### config.mk
export PLATFORM = sky130hd
export DESIGN_NAME = imem_program_loader
export DESIGN_NICKNAME = d
export VERILOG_FILES = /design/src/rtl/imem_program_loader_pkg.sv /design/src/rtl/imem_program_loader_encoder.sv /design/src/rtl/imem_program_loader.sv
export SDC_FILE = /design/constraint.sdc
export NUM_CORES = 1
export LEC_CHECK = 0
export BUFFER_PORTS_ARGS = -buffer_cell sky130_fd_sc_hd__clkbuf_2
export CELL_PAD_IN_SITES_DETAIL_PLACEMENT = 1
export CELL_PAD_IN_SITES_GLOBAL_PLACEMENT = 1
export CORE_MARGIN = 4
export CORE_UTILIZATION = 34
export CTS_CLUSTER_SIZE = 28
export DETAILED_ROUTE_END_ITERATION = 8
export GPL_TIMING_DRIVEN = 0
export PLACE_DENSITY = 0.84
export SLEW_MARGIN = 20
export SYNTH_ARGS = -nofsm -noshare
export SYNTH_HDL_FRONTEND = slang
export SYNTH_SLANG_ARGS = --single-unit
export TNS_END_PERCENT = 20
### constraint.sdc
create_clock -name clk -period 2.45 [get_ports clk]
set_input_delay 0.6125 -clock clk [delete_from_list [all_inputs] [get_ports clk]]
set_output_delay 0.6125 -clock clk [all_outputs]
set_load 0.005 [all_outputs]
### src/rtl/imem_program_loader_pkg.sv
// Shared encode-side definitions for the instruction loader: op kinds, the
// processor opcode map, R-type funct prefix, error codes and loader states.
package loader_pkg;

   typedef enum logic [3:0] {
      OPK_R    = 4'd0,
      OPK_ADDI = 4'd1,
      OPK_SLTI = 4'd2,
      OPK_LW   = 4'd3,
      OPK_SW   = 4'd4,
      OPK_J    = 4'd5,
      OPK_JAL  = 4'd6,
      OPK_JR   = 4'd7,
      OPK_BEQ  = 4'd8
   } op_kind_e;

   localparam logic [5:0] OPC_RTYPE = 6'b000000;
   localparam logic [5:0] OPC_ADDI  = 6'b001000;
   localparam logic [5:0] OPC_SLTI  = 6'b001010;
   localparam logic [5:0] OPC_LW    = 6'b100011;
   localparam logic [5:0] OPC_SW    = 6'b101011;
   localparam logic [5:0] OPC_BEQ   = 6'b111000;
   localparam logic [5:0] OPC_J     = 6'b000010;
   localparam logic [5:0] OPC_JAL   = 6'b000011;
   localparam logic [5:0] OPC_JR    = 6'b000100;

   localparam logic [2:0] FUNCT_R_PREFIX = 3'b100;

   localparam logic [1:0] ERR_NONE  = 2'b00;
   localparam logic [1:0] ERR_BADOP = 2'b01;
   localparam logic [1:0] ERR_FULL  = 2'b10;

   typedef enum logic [2:0] {
      S_IDLE  = 3'd0,
      S_LOAD  = 3'd1,
      S_WRITE = 3'd2,
      S_DONE  = 3'd3,
      S_ERR   = 3'd4
   } state_e;

   function automatic logic [31:0] enc_itype(input logic [5:0] opc, input logic [4:0] rs,
                                             input logic [4:0] rt, input logic [15:0] imm);
      return {opc, rs, rt, imm};
   endfunction

endpackage

### src/rtl/imem_program_loader_encoder.sv
// instr_encoder: combinational field-to-word mapping using the processor opcode map.
module instr_encoder
   import loader_pkg::*;
(
   input  logic [3:0]  op_kind_i,
   input  logic [2:0]  alu_op_i,
   input  logic [4:0]  rs_i,
   input  logic [4:0]  rt_i,
   input  logic [4:0]  rd_i,
   input  logic [15:0] imm_i,
   input  logic [25:0] target_i,
   output logic [31:0] word_o,
   output logic        bad_op_o
);

   // Fields are inserted bit-exact; no sign extension anywhere.
   always_comb begin
      word_o   = 32'h0000_0000;
      bad_op_o = 1'b0;
      case (op_kind_i)
         OPK_R:    word_o = {OPC_RTYPE, rs_i, rt_i, rd_i, 5'b00000, FUNCT_R_PREFIX, alu_op_i};
         OPK_ADDI: word_o = enc_itype(OPC_ADDI, rs_i, rt_i, imm_i);
         OPK_SLTI: word_o = enc_itype(OPC_SLTI, rs_i, rt_i, imm_i);
         OPK_LW:   word_o = enc_itype(OPC_LW, rs_i, rt_i, imm_i);
         OPK_SW:   word_o = enc_itype(OPC_SW, rs_i, rt_i, imm_i);
         OPK_BEQ:  word_o = enc_itype(OPC_BEQ, rs_i, rt_i, imm_i);
         OPK_J:    word_o = {OPC_J, target_i};
         OPK_JAL:  word_o = {OPC_JAL, target_i};
         OPK_JR:   word_o = {OPC_JR, rs_i, 21'b0};
         default:  bad_op_o = 1'b1;
      endcase
   end

endmodule

### src/rtl/imem_program_loader.sv
// Program loader: encodes instruction beats and writes them to consecutive imem words.
// Optional LOADER_CHECKSUM_EN adds a running XOR checksum output of written words.
module imem_program_loader
   import loader_pkg::*;
#(
   parameter int ADDR_W    = 8,
   parameter int DEPTH     = 64,
   parameter int BASE_ADDR = 0
) (
   input  logic                         clk,
   input  logic                         rst,
   input  logic                         start,
   input  logic                         in_valid,
   output logic                         in_ready,
   input  logic                         in_last,
   input  logic [3:0]                   op_kind,
   input  logic [2:0]                   alu_op,
   input  logic [4:0]                   rs,
   input  logic [4:0]                   rt,
   input  logic [4:0]                   rd,
   input  logic [15:0]                  imm,
   input  logic [25:0]                  target,
   output logic                         imem_we,
   output logic [ADDR_W-1:0]            imem_addr,
   output logic [31:0]                  imem_wdata,
   output logic [$clog2(DEPTH+1)-1:0]   word_count,
   output logic                         done,
   output logic                         err,
`ifdef LOADER_CHECKSUM_EN
   output logic [31:0]                  checksum,
`endif
   output logic [1:0]                   err_code
);

   localparam int                  WC_W    = $clog2(DEPTH+1);
   localparam logic [WC_W-1:0]     DEPTH_C = WC_W'(DEPTH);
   localparam logic [ADDR_W-1:0]   BASE_C  = ADDR_W'(BASE_ADDR);

   state_e              state_q, state_d;
   logic [ADDR_W-1:0]   addr_q, addr_d;
   logic [31:0]         wdata_q, wdata_d;
   logic [WC_W-1:0]     wc_q, wc_d;
   logic                done_q, done_d;
   logic                err_q, err_d;
   logic [1:0]          code_q, code_d;
   logic                we_q, we_d;
   logic                rdy_q, rdy_d;
   logic                last_q, last_d;
   logic [31:0]         csum_q, csum_d;
   logic [31:0]         enc_word_s;
   logic                bad_op_s;

   instr_encoder u_enc (
      .op_kind_i (op_kind),
      .alu_op_i  (alu_op),
      .rs_i      (rs),
      .rt_i      (rt),
      .rd_i      (rd),
      .imm_i     (imm),
      .target_i  (target),
      .word_o    (enc_word_s),
      .bad_op_o  (bad_op_s)
   );

   // Next-state and output-register logic for the load FSM.
   always_comb begin
      state_d = state_q;
      addr_d  = addr_q;
      wdata_d = wdata_q;
      wc_d    = wc_q;
      done_d  = done_q;
      err_d   = err_q;
      code_d  = code_q;
      last_d  = last_q;
      csum_d  = csum_q;
      case (state_q)
         S_IDLE, S_DONE, S_ERR: begin
            if (start) begin
               state_d = S_LOAD;
               addr_d  = BASE_C;
               wc_d    = '0;
               done_d  = 1'b0;
               err_d   = 1'b0;
               code_d  = ERR_NONE;
               csum_d  = 32'h0000_0000;
            end else begin
               state_d = state_q;
            end
         end
         S_LOAD: begin
            if (in_valid && rdy_q) begin
               if (bad_op_s) begin
                  state_d = S_ERR;
                  err_d   = 1'b1;
                  code_d  = ERR_BADOP;
               end else begin
                  state_d = S_WRITE;
                  wdata_d = enc_word_s;
                  last_d  = in_last;
               end
            end else begin
               state_d = S_LOAD;
            end
         end
         S_WRITE: begin
            addr_d = addr_q + ADDR_W'(4);
            wc_d   = wc_q + WC_W'(1);
            csum_d = csum_q ^ wdata_q;
            if (last_q) begin
               state_d = S_DONE;
               done_d  = 1'b1;
            end else if (wc_q + WC_W'(1) == DEPTH_C) begin
               state_d = S_ERR;
               err_d   = 1'b1;
               code_d  = ERR_FULL;
            end else begin
               state_d = S_LOAD;
            end
         end
         default: state_d = S_IDLE;
      endcase
      we_d  = (state_d == S_WRITE);
      rdy_d = (state_d == S_LOAD);
   end

   // State and output registers with synchronous reset.
   always_ff @(posedge clk) begin
      if (rst) begin
         state_q <= S_IDLE;
         addr_q  <= BASE_C;
         wdata_q <= 32'h0000_0000;
         wc_q    <= '0;
         done_q  <= 1'b0;
         err_q   <= 1'b0;
         code_q  <= ERR_NONE;
         we_q    <= 1'b0;
         rdy_q   <= 1'b0;
         last_q  <= 1'b0;
         csum_q  <= 32'h0000_0000;
      end else begin
         state_q <= state_d;
         addr_q  <= addr_d;
         wdata_q <= wdata_d;
         wc_q    <= wc_d;
         done_q  <= done_d;
         err_q   <= err_d;
         code_q  <= code_d;
         we_q    <= we_d;
         rdy_q   <= rdy_d;
         last_q  <= last_d;
         csum_q  <= csum_d;
      end
   end

   // The strobe is masked by rst so memory never sees a write in a reset cycle.
   assign imem_we    = we_q & ~rst;
   assign in_ready   = rdy_q;
   assign imem_addr  = addr_q;
   assign imem_wdata = wdata_q;
   assign word_count = wc_q;
   assign done       = done_q;
   assign err        = err_q;
   assign err_code   = code_q;
`ifdef LOADER_CHECKSUM_EN
   assign checksum   = csum_q;
`endif

endmodule
==> impl.org, run 1 <==
** Synthesis
- In this run, distinct cell masters in the synthesized netlist total 53.
- Synth warnings :: 0
- Summing every instance area after synthesis gives 2975 sq um.
- Among all flip-flop cells after synthesis, the most frequent one is dfxtp_1.
- Sequential elements use 37.01% of the synthesized area.
- Number of enable-type register cells in the synthesized netlist :: 0
- Avg Synthesized Cell Area :: approximately 8.5 sq um
- In this run, synthesis produced a sequential element count of 55.
- Synthesis produced a netlist whose cell count is 351.
- For this run, asynchronously set or reset flops after synthesis account for 0%.

** Floorplan
- Core area :: about 8400 sq um
- Row cnt :: 33
- Die area :: 10310 sq um
- Die height :: between 100 and 150 microns
- Once the floorplan was initialized, standard cells occupied 35.50% of the core.
- The die is a little over 100 microns wide.
- IO Count :: 122

** Drt
- Antenna-violating nets left :: 0
- After detailed routing, the total wire length is 10.30 mm.
- Routed len/inst :: 17.70 microns
- First-pass detailed-route iteration total :: 7
- For this run, design rule violations remaining after detail routing come to 0.
- Number of DRC markers in iteration 0 :: 86
- After detailed routing, the number of vias per cell comes to 5.572.
- Via Count :: between 3000 and 4000

** Clock tree
- Post-CTS Setup Bufs :: 0
- Clock buffer depth :: 2
- Post-cts gate resize count :: 0
- CTS HTree Levels :: 2
- Worst-Skew Late Latency :: slightly above 0.3 ns
- Count of clock tree sinks :: between 50 and 60
- TritonCTS clock tree :: built
- Clock Tree Root :: clkbuf_8
- CTS Hold Bufs :: 0
- Clock-pin slew was measured on the worst setup and hold paths at around 0.09 ns.
- Counting the buffers created by CTS gives 5.

** Cells and area
- Most common cell after layout, fill and taps aside :: clkbuf_2
- Finished layout cell area :: 3787 sq um
- Compared with the post-synthesis result, the final layout area differs by 27.29%.
- Fraction of layout instances using a drive strength above 1 :: ~36%
- The number of antenna diodes in the final layout is 0.
- Count of nets after finishing :: 548
- Leading cell types in the layout, fill and taps excluded :: 117 x clkbuf_2, 55 x dfxtp_1, 42 x nor2_1, 21 x a21oi_1, 20 x nor2b_1

** Timing
- Setup violations remaining at the end of the flow were counted as 0.
- Min cycle time layout :: 2.249 ns
- Final clock skew :: 0.01312 ns
- Final period util :: 91.81%
- Number of endpoints with negative hold slack in the final report :: 0
- Setup repair after global routing left no endpoint under its margin.
- Max Slew Vio Count :: 0
- Slew @ Worst Pin :: 0.7551 ns
- For the final routed database, the setup TNS stands at 0 ns.
- Timing-limited maximum frequency :: 0.4446 GHz
- Slew margin rel. :: about half

** Hold path
- The worst hold path passes through 2 cells.
- Endpoint, Worst Hold :: err$_SDFFE_PP0P_
- The tightest min-delay check is of the reg -> reg type.
- Start point of the worst min-delay path :: err$_SDFFE_PP0P_

** Setup path
- Buffers & Inverters on Critical Path :: 3
- Required time of the critical path :: 1.84 ns
- In this run the critical register-to-register path is launched from state_q[1]$_SDFF_PP0_.
- Master of the slowest instance on the critical path :: clkbuf_1
- In this run the worst setup path begins at rst.
- Cells along the critical path :: clkbuf_1 > clkbuf_1 > nor2b_1 > clkbuf_2
- For the worst flop-to-flop path, the logic depth is 7.
- Worst R2R End :: imem_wdata[20]$_SDFFE_PP0P_
- Category of the most critical setup path :: in -> out
- Most Frequent Cell on Critical Path :: clkbuf_1
- At the worst endpoint, the arrival time is 1.64 ns.
- In this design, the largest share of critical-path delay is due to buffers and inverters.
- Worst setup SP type :: input port
- STA classifies the critical path endpoint as an output port.
- Largest fanout on the critical path :: 10
- Setup slack on the worst reg-to-reg path comes out at 0.30 ns.
- For this run, the slowest stage of the critical path takes between 0.4 and 0.5 ns.

** Placement
- Area of placed instances :: 3696 sq um
- Buffers placed on the I/O ports in this run total between 100 and 150.
- HPWL after detailed placement :: between 8 and 9 mm
- The congestion estimate from routability-driven global placement came to 0.8125.

** Global routing
- Sum of overflow across all layers after global routing :: 0
- Maximum number of pins on one net before global-route repair :: 19
- The first global-routing pass estimated 15.76 mm of wire.
- Initial antenna violation count :: 0
- Global router's overall resource usage :: 19.31%
- The via count of the first global-routing pass is 3247.

** Power
- In this run the static leakage power is 1.553 nW.
- In this run the power density over the cells is 464.2 nW/um^2.
- Across the VDD grid, the largest voltage drop is 0.0002315 V.

** Status
- Result of the run :: finished clean

** Job
- The tool flagged a number of max-cap violations equal to 0.
-- worst max-delay path by stage --
stage,to,slack (ns),cells after the start
after floorplan,imem_wdata[15]$_SDFFE_PP0P_,0.49,7
after global placement,imem_wdata[18]$_SDFFE_PP0P_,-0.03,7
after detailed placement,imem_wdata[6]$_SDFFE_PP0P_,-0.13,7
after CTS,imem_we,0.16,4
after global routing,imem_wdata[18]$_SDFFE_PP0P_,0.04,7
final,imem_we,0.20,4
-- worst register-to-register path: cells and delay by family (launching register included) --
kind / cells / cell delay, ns
AO/OA/AOI/OAI: 2 / 0.64
buffers and inverters: 2 / 0.54
flip-flops: 1 / 0.31
AND/OR/NAND/NOR: 3 / 0.54
-- cells in the mapped netlist (4+ instances only) --
| master | count | area, sq um |
|---|---|---|
| a211oi_1 | 8 | 60.06 |
| a211oi_2 | 11 | 137.6 |
| a21oi_1 | 21 | 105.1 |
| a221oi_1 | 13 | 113.9 |
| a222oi_1 | 8 | 80.08 |
| a22oi_1 | 8 | 60.06 |
| a311oi_1 | 5 | 43.79 |
| a31oi_1 | 14 | 87.58 |
| buf_2 | 7 | 35.03 |
| buf_4 | 4 | 30.03 |
| clkbuf_1 | 16 | 60.06 |
| dfxtp_1 | 55 | 1101 |
| mux2_2 | 5 | 56.30 |
| nand2_1 | 19 | 71.32 |
| nand3_1 | 7 | 35.03 |
| nor2_1 | 42 | 157.7 |
| nor2_2 | 11 | 68.82 |
| nor2b_1 | 20 | 125.1 |
| nor3_1 | 15 | 75.07 |
| o21ai_0 | 13 | 65.06 |
-- layout make-up --
| class | count | area (sq um) |
|---|---|---|
| Sequential cell | 55 | 1101 |
| Inverter | 2 | 7.507 |
| Clock buffer | 5 | 68.82 |
| Buffer | 31 | 162.7 |
| Multi-Input combinational cell | 264 | 1708 |
| Tap cell | 105 | 131.4 |
| Timing Repair Buffer | 117 | 585.6 |
| Clock inverter | 3 | 22.52 |
| Fill cell | 1082 | 4594 |
-- report_power, final --
group          total [mW]  internal (mW)  switching (mW)  leakage, nW
Clock               0.529          0.206           0.323       0.0485
Sequential          0.922          0.910          0.0115        0.444
Combinational       0.307          0.131           0.176         1.06
-- kinds of logic after synthesis --
logic type                 share of synthesized area [%]
adders and majority gates                          1.262
and+or+nand+nor                                    23.34
muxes                                              2.229
AOI/OAI and AO/OA                                  29.44
DFF                                                37.01
xor gates and xnor gates                          0.8833
buffers and inverters                              5.719
other                                             0.1260
-- flip-flops by register name, summed over array words and instances (netlist names) --
signal,flops
imem_addr,6
err_code,2
last_q,1
in_ready,1
state_q,3
done,1
imem_wdata,32
err,1
word_count,7
we_q,1
-- metal layers --
| layer | GRT usage, % | vias to the layer above | wire length [microns] |
|---|---|---|---|
| met5 | 0 | - | 0 |
| met4 | 3.988 | 0 | 93 |
| met3 | 3.650 | 10 | 696 |
| met2 | 35.61 | 119 | 5176 |
| met1 | 23.22 | 1556 | 4335 |
| li1 | - | 1558 | - |
-- per-stage QoR --
stage               total power [mW]  hold slack [ns]  setup slack (ns)  cells  util (%)
floorplan                      1.117           0.4487            0.4911    352         -
global placement               1.236           0.4417          -0.02839    574     44.10
detailed placement             1.247           0.4585           -0.1324    574     44.10
CTS                            1.771           0.4829            0.1607    582     45.19
global route                   1.838           0.5098           0.04194    582     45.19
finish                         1.758           0.4841            0.2007    582     45.19
Note: power is estimated with default switching activity, not from simulation.
==> run 2: changes to the inputs <==
Settings changed: CORE_ASPECT_RATIO set to 0.8.
==> impl.org, run 2 (synthesized netlist as in run 1, its figures left out) <==
** Timing
- The max-slew violation count is 0.
- Final setup violation count :: 0
- The worst pin sits at a relative slew slack of 48.22%.
- Between clock sinks in the finished design, the worst skew comes to 0.01431 ns.
- Setup TNS after final layout :: 0 ns
- Slew @ Worst Pin :: 0.7766 ns
- The count of final hold-check violations is 0.
- Final period util :: 91.30%
- Setup repair after global routing left no endpoint under its margin.
- Counting I/O delays and the setup requirement, the final critical path takes roughly 2.2 ns.
- Timing-limited maximum frequency :: 0.4470 GHz

** Setup path
- The critical path is of the in -> out type.
- Type of element capturing the critical path :: output port
- WP data arrival :: 1.62 ns
- Worst setup path startpoint :: rst
- STA puts the critical path data required time at 1.84 ns.
- Among all stages on the critical path, the largest delay is contributed by clkbuf_1.
- The startpoint identified for the worst register-to-register timing path is state_q[1]$_SDFF_PP0_.
- The largest single stage delay on the critical path is 0.47 ns.
- Largest fanout on the critical path :: 10
- Worst setup SP type :: input port
- The cell that appears most often on the critical path is clkbuf_1.
- Cells along the critical path :: clkbuf_1 > clkbuf_1 > nor2b_1 > clkbuf_2

** Clock tree
- Post-cts gate resize count :: 0
- The number of hold buffers added after CTS was 0.
- Clock buffer depth :: 2
- The tree is rooted in a clkbuf_8.
- The number of clock buffers added by TritonCTS is 5.
- Count of clock tree sinks :: 55
- Clock latency on the worst-skew pair, taken at its later pin, is approximately 0.31 ns.
- Clock-pin slew was measured on the worst setup and hold paths at 0.10 ns.
- Post-CTS Setup Bufs :: 0
- TritonCTS built the clock tree.
- CTS HTree Levels :: 2

** Global routing
- Sum of overflow across all layers after global routing :: 0
- The number of antenna violations at the first check in global routing came to 0.
- First-pass GRT wire length :: 17.39 mm
- Entering global routing, the biggest net connects 17 pins.
- Vias in the first global route :: 3442
- Global routing used 20.47% of the available tracks.

** Placement
- Area of placed instances :: 3705 sq um
- RD Place Congestion :: about 0.78
- Detailed placement finished with a half-perimeter wire length of 8.423 mm.
- Buffers placed on the I/O ports in this run total 117.

** Cells and area
- In the layout the commonest cells are 117 x clkbuf_2, 55 x dfxtp_1, 42 x nor2_1, 21 x a21oi_1, 20 x nor2b_1.
- Synthesis-to-layout area growth :: 27.71%
- The finished cells cover 3800 sq um.
- Cells with a size suffix above 1 make up between 30% and 40% of the layout.
- Count of nets after finishing :: roughly 550
- Number of inserted diodes :: 0
- Most common cell after layout, fill and taps aside :: clkbuf_2
- Flip-flop count of the largest register, all copies and words added :: 32

** Floorplan
- In this run the vertical extent of the chip is 91.67 microns.
- Row cnt :: 30
- Die area :: between 10000 and 15000 sq um
- Pin placement for this block handled 122 I/O pins.
- Horizontal extent of the die :: 112.6 microns
- Core area :: 8521 sq um
- Once the floorplan was initialized, standard cells occupied a little over a third of the core.

** Drt
- The final route contains 3281 vias.
- The pre-antenna-repair detailed-routing pass consisted of 4 iterations.
- Routed len/inst :: about 18 microns
- Final routed wirelength across all metal layers :: about 11 mm
- The first routing iteration left 189 violations.
- For this run, design rule violations remaining after detail routing come to 0.
- In this run the remaining antenna-violating nets after routing total 0.
- Dividing the detail-routed via count by the number of cells gives approximately 5.6.

** Hold path
- The tightest min-delay check is of the reg -> reg type.
- Start point of the worst min-delay path :: imem_wdata[28]$_SDFFE_PP0P_

** Power
- In this run switching power makes up 28.13% of total power.
- Leak Pwr :: 1.553 nW
- Reported net switching power :: 498.7 uW
- The clock network accounts for 30.4% of the total power.
- Comb pwr share :: 17.6%
- Total power density per cell area :: 466.5 nW/um^2
- Largest voltage drop on the vdd net :: 0.0002043 V
- Sequential power share :: 52.0%
- Internal power component :: 1.274 mW

** Status
- The run finished with clean final reports.

** Job
- Count of maximum capacitance violations :: 0
## run 2: worst max-delay path, delay by kind of cell
family,cells,cell delay [ns]
buffers and inverters,3,0.86
and+or+nand+nor,1,0.14
## run 2: final timing paths
kind / slack (ns) / to / depth (start not counted)
max reg2reg: 0.32 / imem_wdata[20]$_SDFFE_PP0P_ / 7
min reg2reg: 0.47 / imem_wdata[28]$_SDFFE_PP0P_ / 2
min: 0.47 / imem_wdata[28]$_SDFFE_PP0P_ / 2
max: 0.21 / imem_we / 4
## run 2: power by group through the flow
stage          sequential [mW]  combinational (mW)  clock, mW
3_5_place_dp             0.943               0.309          0
2_1_floorplan            0.942               0.176          0
6_report                 0.922               0.312      0.539
5_1_grt                  0.924               0.341      0.593
3_3_place_gp             0.942               0.292          0
4_1_cts                  0.922               0.311      0.553
## run 2: area by class of cell
class / count / area (sq um)
buffer: 31 / 162.7
clock buffer: 7 / 86.33
clock inverter: 1 / 8.758
fill: 1075 / 4721
inverter: 2 / 7.507
multi-input combinational: 264 / 1708
sequential: 55 / 1101
tap: 112 / 140.1
timing repair buffer: 117 / 585.6
## run 2: layer usage
metal  share of wire, %  global-route usage, %
met2                 51                  36.29
met5                  0                      0
met4                1.3                  4.605
met1                 42                  25.58
met3                6.0                  4.090
## run 2: metrics by stage
| step | worst slack [ns] | util (%) | instances | total power [mW] | hold slack (ns) |
|---|---|---|---|---|---|
| 6_report | 0.2131 | 44.60 | 589 | 1.773 | 0.4668 |
| 5_1_grt | 0.1183 | 44.60 | 589 | 1.858 | 0.4832 |
| 4_1_cts | 0.1981 | 44.60 | 589 | 1.786 | 0.4634 |
| 3_5_place_dp | -0.004835 | 43.48 | 581 | 1.251 | 0.4491 |
| 3_3_place_gp | 0.08884 | 43.48 | 581 | 1.234 | 0.4466 |
| 2_1_floorplan | 0.4911 | - | 352 | 1.117 | 0.4487 |
